### config.mk
export PLATFORM = sky130hd
export DESIGN_NAME = wb_arbiter
export DESIGN_NICKNAME = d
export VERILOG_FILES = /design/src/rtl/wb_arbiter.sv
export SDC_FILE = /design/constraint.sdc
export NUM_CORES = 1
export LEC_CHECK = 0
export ABC_AREA = 1
export BUFFER_PORTS_ARGS = -buffer_cell sky130_fd_sc_hd__buf_2
export CAP_MARGIN = 20
export CORE_MARGIN = 4
export CORE_UTILIZATION = 45
export DETAILED_ROUTE_END_ITERATION = 8
export PLACE_DENSITY = 0.74
export SYNTH_ARGS = -nofsm -noshare
export SYNTH_HDL_FRONTEND = slang
export SYNTH_SLANG_ARGS = --single-unit
### constraint.sdc
create_clock -name CLK -period 6.8 [get_ports CLK]
set_clock_uncertainty 0.1 [all_clocks]
set_input_delay 0.34 -clock CLK [delete_from_list [all_inputs] [get_ports CLK]]
set_output_delay 0.34 -clock CLK [all_outputs]
set_load 0.02 [all_outputs]
### src/rtl/wb_arbiter.sv
// wb_arbiter
//   Writeback arbiter between the functional units and the single scalar
//   register-file writeback port. Each unit parks one completed result in a
//   private holding slot. A round-robin arbiter drains one slot per cycle
//   into a registered writeback stage. Speculative results are dropped on
//   flush, and nothing drains while frozen.
//
// Ports
//   CLK        clock, rising edge
//   nRST       synchronous active-low reset
//   req_valid  per-unit result valid
//   req_ready  per-unit accept (transfer = valid & ready at the edge)
//   req_rd     per-unit destination register, unit i at [i*REG_W +: REG_W]
//   req_data   per-unit result data, unit i at [i*DATA_W +: DATA_W]
//   req_spec   per-unit speculative flag
//   flush      drop all speculative slots and speculative incoming results
//   freeze     no grants; full slots hold, empty slots still accept
//   wb_valid   registered writeback valid
//   wb_rd      registered writeback destination
//   wb_data    registered writeback data
//   wb_src     registered index of the granted unit
//   busy       any holding slot occupied
module wb_arbiter #(
  parameter int NUM_REQ = 4,
  parameter int DATA_W  = 32,
  parameter int REG_W   = 5,
  localparam int SRC_W  = $clog2(NUM_REQ)
) (
  input  logic                        CLK,
  input  logic                        nRST,
  input  logic [NUM_REQ-1:0]          req_valid,
  output logic [NUM_REQ-1:0]          req_ready,
  input  logic [NUM_REQ*REG_W-1:0]    req_rd,
  input  logic [NUM_REQ*DATA_W-1:0]   req_data,
  input  logic [NUM_REQ-1:0]          req_spec,
  input  logic                        flush,
  input  logic                        freeze,
  output logic                        wb_valid,
  output logic [REG_W-1:0]            wb_rd,
  output logic [DATA_W-1:0]           wb_data,
  output logic [SRC_W-1:0]            wb_src,
  output logic                        busy
);

  logic [NUM_REQ-1:0]              full_q, full_d;
  logic [NUM_REQ-1:0]              spec_q, spec_d;
  logic [NUM_REQ-1:0][REG_W-1:0]   rd_q, rd_d;
  logic [NUM_REQ-1:0][DATA_W-1:0]  data_q, data_d;
  logic [SRC_W-1:0]                ptr_q, ptr_d;

  logic                            wb_valid_q, wb_valid_d;
  logic [REG_W-1:0]                wb_rd_q, wb_rd_d;
  logic [DATA_W-1:0]               wb_data_q, wb_data_d;
  logic [SRC_W-1:0]                wb_src_q, wb_src_d;

  logic [NUM_REQ-1:0]              eligible;
  logic [NUM_REQ-1:0]              grant;
  logic [NUM_REQ-1:0]              accept;
  logic                            any_grant;
  logic [SRC_W-1:0]                grant_idx;

  // Round-robin search starting at ptr_q, wrapping modulo NUM_REQ.
  always_comb begin : arbitrate
    int idx;
    idx       = 0;
    eligible  = full_q & ~{NUM_REQ{freeze}} & ~({NUM_REQ{flush}} & spec_q);
    grant     = '0;
    any_grant = 1'b0;
    grant_idx = '0;
    for (int off = 0; off < NUM_REQ; off++) begin
      idx = int'(ptr_q) + off;
      if (idx >= NUM_REQ) idx = idx - NUM_REQ;
      if (!any_grant && eligible[idx]) begin
        any_grant  = 1'b1;
        grant[idx] = 1'b1;
        grant_idx  = SRC_W'(idx);
      end
    end
  end

  // A slot being drained this cycle can take a new result in the same edge.
  assign req_ready = ~full_q | (grant & ~{NUM_REQ{freeze}});
  assign accept    = req_valid & req_ready;

  always_comb begin : slot_next
    full_d = full_q;
    spec_d = spec_q;
    rd_d   = rd_q;
    data_d = data_q;
    for (int i = 0; i < NUM_REQ; i++) begin
      if (grant[i] || (flush && spec_q[i])) begin
        full_d[i] = 1'b0;
        spec_d[i] = 1'b0;
      end
      // rd 0 is a sink: the transfer completes but nothing is held.
      // Speculative arrivals during a flush are swallowed the same way.
      if (accept[i] && (req_rd[i*REG_W +: REG_W] != '0) && !(flush && req_spec[i])) begin
        full_d[i] = 1'b1;
        spec_d[i] = req_spec[i];
        rd_d[i]   = req_rd[i*REG_W +: REG_W];
        data_d[i] = req_data[i*DATA_W +: DATA_W];
      end
    end
  end

  always_comb begin : wb_next
    ptr_d      = ptr_q;
    wb_valid_d = any_grant;
    wb_rd_d    = wb_rd_q;
    wb_data_d  = wb_data_q;
    wb_src_d   = wb_src_q;
    if (any_grant) begin
      ptr_d     = (grant_idx == SRC_W'(NUM_REQ - 1)) ? '0 : grant_idx + SRC_W'(1);
      wb_rd_d   = rd_q[grant_idx];
      wb_data_d = data_q[grant_idx];
      wb_src_d  = grant_idx;
    end
  end

  always_ff @(posedge CLK) begin
    if (!nRST) begin
      full_q     <= '0;
      spec_q     <= '0;
      rd_q       <= '0;
      data_q     <= '0;
      ptr_q      <= '0;
      wb_valid_q <= 1'b0;
      wb_rd_q    <= '0;
      wb_data_q  <= '0;
      wb_src_q   <= '0;
    end else begin
      full_q     <= full_d;
      spec_q     <= spec_d;
      rd_q       <= rd_d;
      data_q     <= data_d;
      ptr_q      <= ptr_d;
      wb_valid_q <= wb_valid_d;
      wb_rd_q    <= wb_rd_d;
      wb_data_q  <= wb_data_d;
      wb_src_q   <= wb_src_d;
    end
  end

  assign wb_valid = wb_valid_q;
  assign wb_rd    = wb_rd_q;
  assign wb_data  = wb_data_q;
  assign wb_src   = wb_src_q;
  assign busy     = |full_q;

endmodule

# Word-level counts from Yosys, hierarchy flattened
# Index checks and enable logic that the tools add are counted.
word_totals:
  register_bits: 198
  in_bits: 160
  output_inout_bits: 45
  wordCells: 151
op_classes:
  add_sub_neg: 8
  order_cmp: 13
  eq_ne: 1
  n_mux: 53
  bitwise_logic: 12
  reduce_logical: 43
ops:
  columns: ["cell", "count"]
  rows:
  - ["$mux 32", 5]
  - ["$ge 32x1->1 const B", 4]
  - ["$lt 32x4->1 const B", 4]
  - ["$bmux 32 s2", 1]
  - ["$mux 1", 28]
  - ["$logic_and 1x1->1", 23]
  - ["$and 4x4->4", 5]
  - ["$reduce_bool 5->1", 4]
  - ["$mux 4", 4]
  - ["$or 4x4->4", 4]
  - ["$not 4->4", 3]
  - ["$sub 3x3->4 const B", 3]
  - ["$bmux 5 s2", 1]
  - ["$mux 2", 5]
  - ["$ge 3x3->1 const B", 3]
  - ["$bmux 1 s2", 4]
  - ["$demux 1 s2", 4]
  - ["$reduce_bool 2->1", 4]
  - ["$logic_not 1->1", 7]
  - ["$add 2x2->3 const B", 2]
  - ["$mux 5", 1]
  - ["$logic_or 1x1->1", 4]
  - ["$reduce_or 4->1", 1]
  - ["$sub 2x3->4 const B", 1]
  - ["other kinds (5)", 5]

# Longest topological paths before layout
depth:
  ltp_word: 22
  depth_mapped: 17
  depth_no_buf: 14

# Worst setup path after synthesis
# No wires, ideal clock.
synth_path:
  path_type: "register -> register"
  from: "reg ptr_q[1]"
  to: "reg data_q[68] in the netlist's numbering"
  setup_time_ns: 0.116
  arrival_ns: 2.221
  required_time_ns: 6.584
  setup_slack_ns: 4.363
  path_stages_with_launch: 14
  period_less_slack_ns: 2.437
  path_cell_list: "dfxtp_1 inv_1 ha_1 inv_1 nand3_1 nand2_1 nand3_2 nor2_4 nand2_2 nand3_2 nand2_2 buf_2 o21ai_0 nor2_1"
synth_via:
  elab_chain_cells: 20
  elab_cells_between_ends: 68
  classes_between: "add/sub (7); order compare (12); mux (31); bitwise (6); reduce/logical (12)"
synth_lines:
  columns: ["item", "line_no", "rtl"]
  rows:
  - ["from (decl)", "49", "logic [SRC_W-1:0] ptr_q, ptr_d;"]
  - ["from (signal assigned)", "136", "ptr_q <= ptr_d;"]
  - ["parallel branches: the longest is 14 deep, another holds $ge 32x1->1", null, null]
  - ["$mux 4 *", "73", "if (!any_grant && eligible[idx]) begin"]
  - ["$and 4x4->4 *", "82", "assign req_ready = ~full_q | (grant & ~{NUM_REQ{freeze}});"]
  - ["$or 4x4->4 *", "82", null]
  - ["net req_ready[2]", "32", "output logic [NUM_REQ-1:0] req_ready,"]
  - ["$and 4x4->4 *", "83", "assign accept = req_valid & req_ready;"]
  - ["$logic_and 1x1->1 * (2 in series)", "97", "if (accept[i] && (req_rd[i*REG_W +: REG_W] != '0) && !(flush && req_spec[i])) begin"]
  - ["to (signal assigned)", "135", "data_q <= data_d;"]
  - ["to (decl)", "48", "logic [NUM_REQ-1:0][DATA_W-1:0] data_q, data_d;"]
# Mark *: on every way through the listed nets, which the timed path passes. The select of a mux whose other input is x is not followed.
# A chain may end at the register's enable or synchronous reset.

# Worst setup path in the final report
layout_path:
  from: "reg ptr_q[1]"
  to: "reg wb_data_q[15], in the netlist wb_data[15]"
layout_via:
  elab_chain_cells: 17
  elab_cells_between_ends: 43
  classes_between: "add/sub (7); order compare (4); mux (26); reduce/logical (6)"
layout_lines:
  columns: ["item", "line_no", "rtl"]
  rows:
  - ["parallel branches: the longest is 17 deep, another holds $sub 3x3->4", null, null]
  - ["to (signal assigned)", "139", "wb_data_q <= wb_data_d;"]
  - ["to (decl)", "53", "logic [DATA_W-1:0] wb_data_q, wb_data_d;"]
# Several ways; the timed one is not identified. The select of a mux whose other input is x is not followed.

==> impl_metrics.py <==
metrics = {
    "worst_setup_path": {
        "path_common_cell": "nand2_1",
        "endpoint_kind": "register",
        "max_stage_delay_ns": 0.68,
        "required_ns": 7.07,
        "r2r_start": "ptr_q[1]",
        "regToRegSetupSlack_ns": 2.82,
        "rr_endpoint": "wb_data[15]",
        "crit_fanout": 40,
        "crit_chain": "inv_1 > ha_1 > inv_1 > nand3_1 > nand2_1 > nand3_2 > nand2_1 > nand2_2 > buf_4 > nand2_2 > inv_2 > nand2_1 > nand2_1 > o21bai_1 > nor2_1",
        "cp.arrival_ns": 4.24,
        "worstSetupPathType": "register to register",
        "critPathLaunchType": "register",
        "worstRegToRegCells": 15,
        "cp_slowest_cell": "inv_2",
    },
    "final_layout": {
        "drive_above_1_share_pct": 20.3,
        "area_growth_pct": 17.4,
        "nets": 1663,
        "antenna_cells": 0,
        "nFillCells": 2029,
        "multiInputGateArea_mm2": 0.00452,
        "register_area_mm2": 0.00396,
    },
    "cts": {
        "clockBufferDepth": 2,
        "cts_setup_buffers": 0,
        "cts_max_level": 4,
        "clock_sinks": 198,
        "cts_tree": "built",
        "root_buffer": "clkbuf_16",
        "cts_inserted_buffers": 17,
        "ctsHoldBuffers": 0,
        "clkTransAtPathRegs_ns": 0.08,
        "ctsResizeCount": 0,
        "insertion_delay_ns": 0.44,
    },
    "power": {
        "internal_power_uw": 2530,
        "comb_power_share_pct": 41.9,
        "power_density_mw_per_mm2": 405,
        "clkPwrFrac_pct": 24.7,
        "power_frac_seq_pct": 33.4,
        "power.total_uw": 4430,
        "switching_share_pct": 42.9,
        "peakVddDrop_mv": 0.200,
        "power.switching_uw": 1900,
        "p_leak_uw": 0.00525,
    },
    "synthesis": {
        "synth_top_area_share_pct": 42.5,
        "synth_top_area_cell": "dfxtp_1",
        "yosysWarningCount": 0,
        "synth_area_mm2": 0.00932,
        "synth_async_sr_flop_share_pct": 0,
        "syn_nets": 1515,
        "synth_enable_flop_cells": 0,
        "ys_seq_area_share_pct": 42.5,
        "ys_types": 31,
        "synth.avg_cell_area_um2": 6.92,
        "synth_seq_cells": 198,
        "synth_top_cells_by_area": "dfxtp_1 43%, nor2_1 13%, nand2_1 10%, nand3_1 5.5%, o21ai_0 4.1%",
        "synth_most_common_cell": "nor2_1",
        "synth_common_cells": "316 x nor2_1, 257 x nand2_1, 198 x dfxtp_1",
        "synth_cells": 1347,
        "synth-main-ff-cell": "dfxtp_1",
    },
    "timing": {
        "fin_setup_tns_ns": 0,
        "tightest_slew_ns": 0.902,
        "setup_viol": 0,
        "timing.fmax_mhz": 251,
        "rsz0062_at_grt": "no",
        "relSlewSlack_pct": 39.9,
        "fin_crit_sh_pct": 58.5,
        "hold_violations": 0,
        "period_needed_ns": 3.98,
        "drv_slew": 0,
    },
    "worst_hold_path": {
        "hold_path_class": "input pin to register",
        "min_path_cells": 3,
        "hold_end": "data_q[119]",
        "min_from": "req_data[119]",
    },
    "grt": {
        "antenna_found_initial": 0,
        "grt_max_degree": 95,
        "grt_pass1_wl_um": 44900,
        "grtUsageTotal_pct": 23.8,
        "grt_overflow": 0,
        "grt_pass1_vias": 8235,
    },
    "floorplanning": {
        "die_y_um": 152,
        "die_area_mm2": 0.0231,
        "io_pins": 205,
        "start_util_pct": 45.9,
        "coreArea_mm2": 0.0203,
        "core.rowCount": 52,
        "die_w_um": 152,
    },
    "drt": {
        "routed_wirelength_um": 28800,
        "antenna_left": 0,
        "drtPass1Iterations": 5,
        "dr_total_vias": 9070,
        "viasPerCell": 5.10,
        "drc": 0,
        "drt-initial-drc-count": 768,
        "wire_per_inst_um": 16.2,
    },
    "outcome": {
        "status": "completed",
    },
    "place": {
        "numPortBuffers": 204,
        "dp_hpwl_um": 20100,
        "gp_congestion": 0.914,
    },
    "run": {
        "maxCapViolations": 0,
    },
}
[per-layer routing]
metal	track usage, %	up-vias	share of wire (%)
met5	0	-	0
met3	4.92	49	8.2
met4	7.23	0	2.5
li1	-	4593	-
met2	33.5	374	41
met1	36.5	4054	49
[worst max path at each step]
stage	from	slack [ns]	to
3_5_place_dp	ptr_q[1]	2.95	wb_data[29]
4_1_cts	ptr_q[1]	2.91	wb_data[29]
5_1_grt	ptr_q[1]	2.53	wb_data[13]
6_report	ptr_q[1]	2.82	wb_data[15]
3_3_place_gp	ptr_q[1]	3.04	wb_data[27]
2_1_floorplan	ptr_q[1]	4.36	data_q[68]
[critical path, delay by kind of cell (launching register included)]
kind | cells | cell delay [ns]
and+or+nand+nor | 9 | 1.35
DFF | 1 | 0.53
buffers and inverters | 4 | 1.43
adders and majority gates | 1 | 0.39
AOI/OAI and AO/OA | 1 | 0.07
[cell families (layout without fill, tap and decap cells)]
group,after synthesis,count (layout),share of synthesized area [%]
adder cells (fa/ha/maj),8,8,1.07
buffers and inverters,183,344,9.17
AO/OA/AOI/OAI,199,199,11.5
flip-flops,198,198,42.5
AND/OR/NAND/NOR,759,759,35.7
[layout by cell type (no fill, tap or decap), drive strengths merged, types with 18 or more instances in the layout]
| cell | n |
|---|---|
| nand3b | 19 |
| inv | 105 |
| buf | 215 |
| dfxtp | 198 |
| nand2 | 270 |
| o21ai | 133 |
| nand3 | 129 |
| nor2 | 319 |
| a21oi | 44 |
| nand4 | 18 |
[area by class of cell]
type / instances / area share [%]
well taps: 270 / 3.09
inverters: 97 / 3.40
clock inverters: 15 / 1.91
repair buffers: 215 / 10.2
flip-flops and latches: 198 / 36.2
multi-input cells: 966 / 41.3
clock buffers: 17 / 3.89
[sequential cells by signal, indices dropped and copies added, names as in the netlist, named ones only]
name and flops:
rd_q 20, wb_src 2, data_q 128, ptr_q 1, wb_data 32, wb_valid 1, full_q 4, wb_rd 5
spec_q 4
[power by group through the flow]
stage	clock, uW	combinational, uW	sequential [uW]
2_1_floorplan	0	1270	1560
5_1_grt	1150	2060	1500
3_5_place_dp	0	1810	1500
6_report	1090	1860	1480
3_3_place_gp	0	1790	1500
4_1_cts	1100	1820	1480
[per-stage QoR]
stage	hold WS (ns)	setup WS [ns]	util, %	cell area, um2	std cells
finish	0.0315	2.82	53.9	10900	1778
global route	0.0297	2.53	53.9	10900	1778
CTS	0.0268	2.91	53.8	10900	1777
detailed placement	0.354	2.95	50.7	10300	1745
global placement	0.349	3.04	50.7	10300	1745
floorplan	0.339	4.36	-	9320	1347
Power figures use the tool's default switching activity.
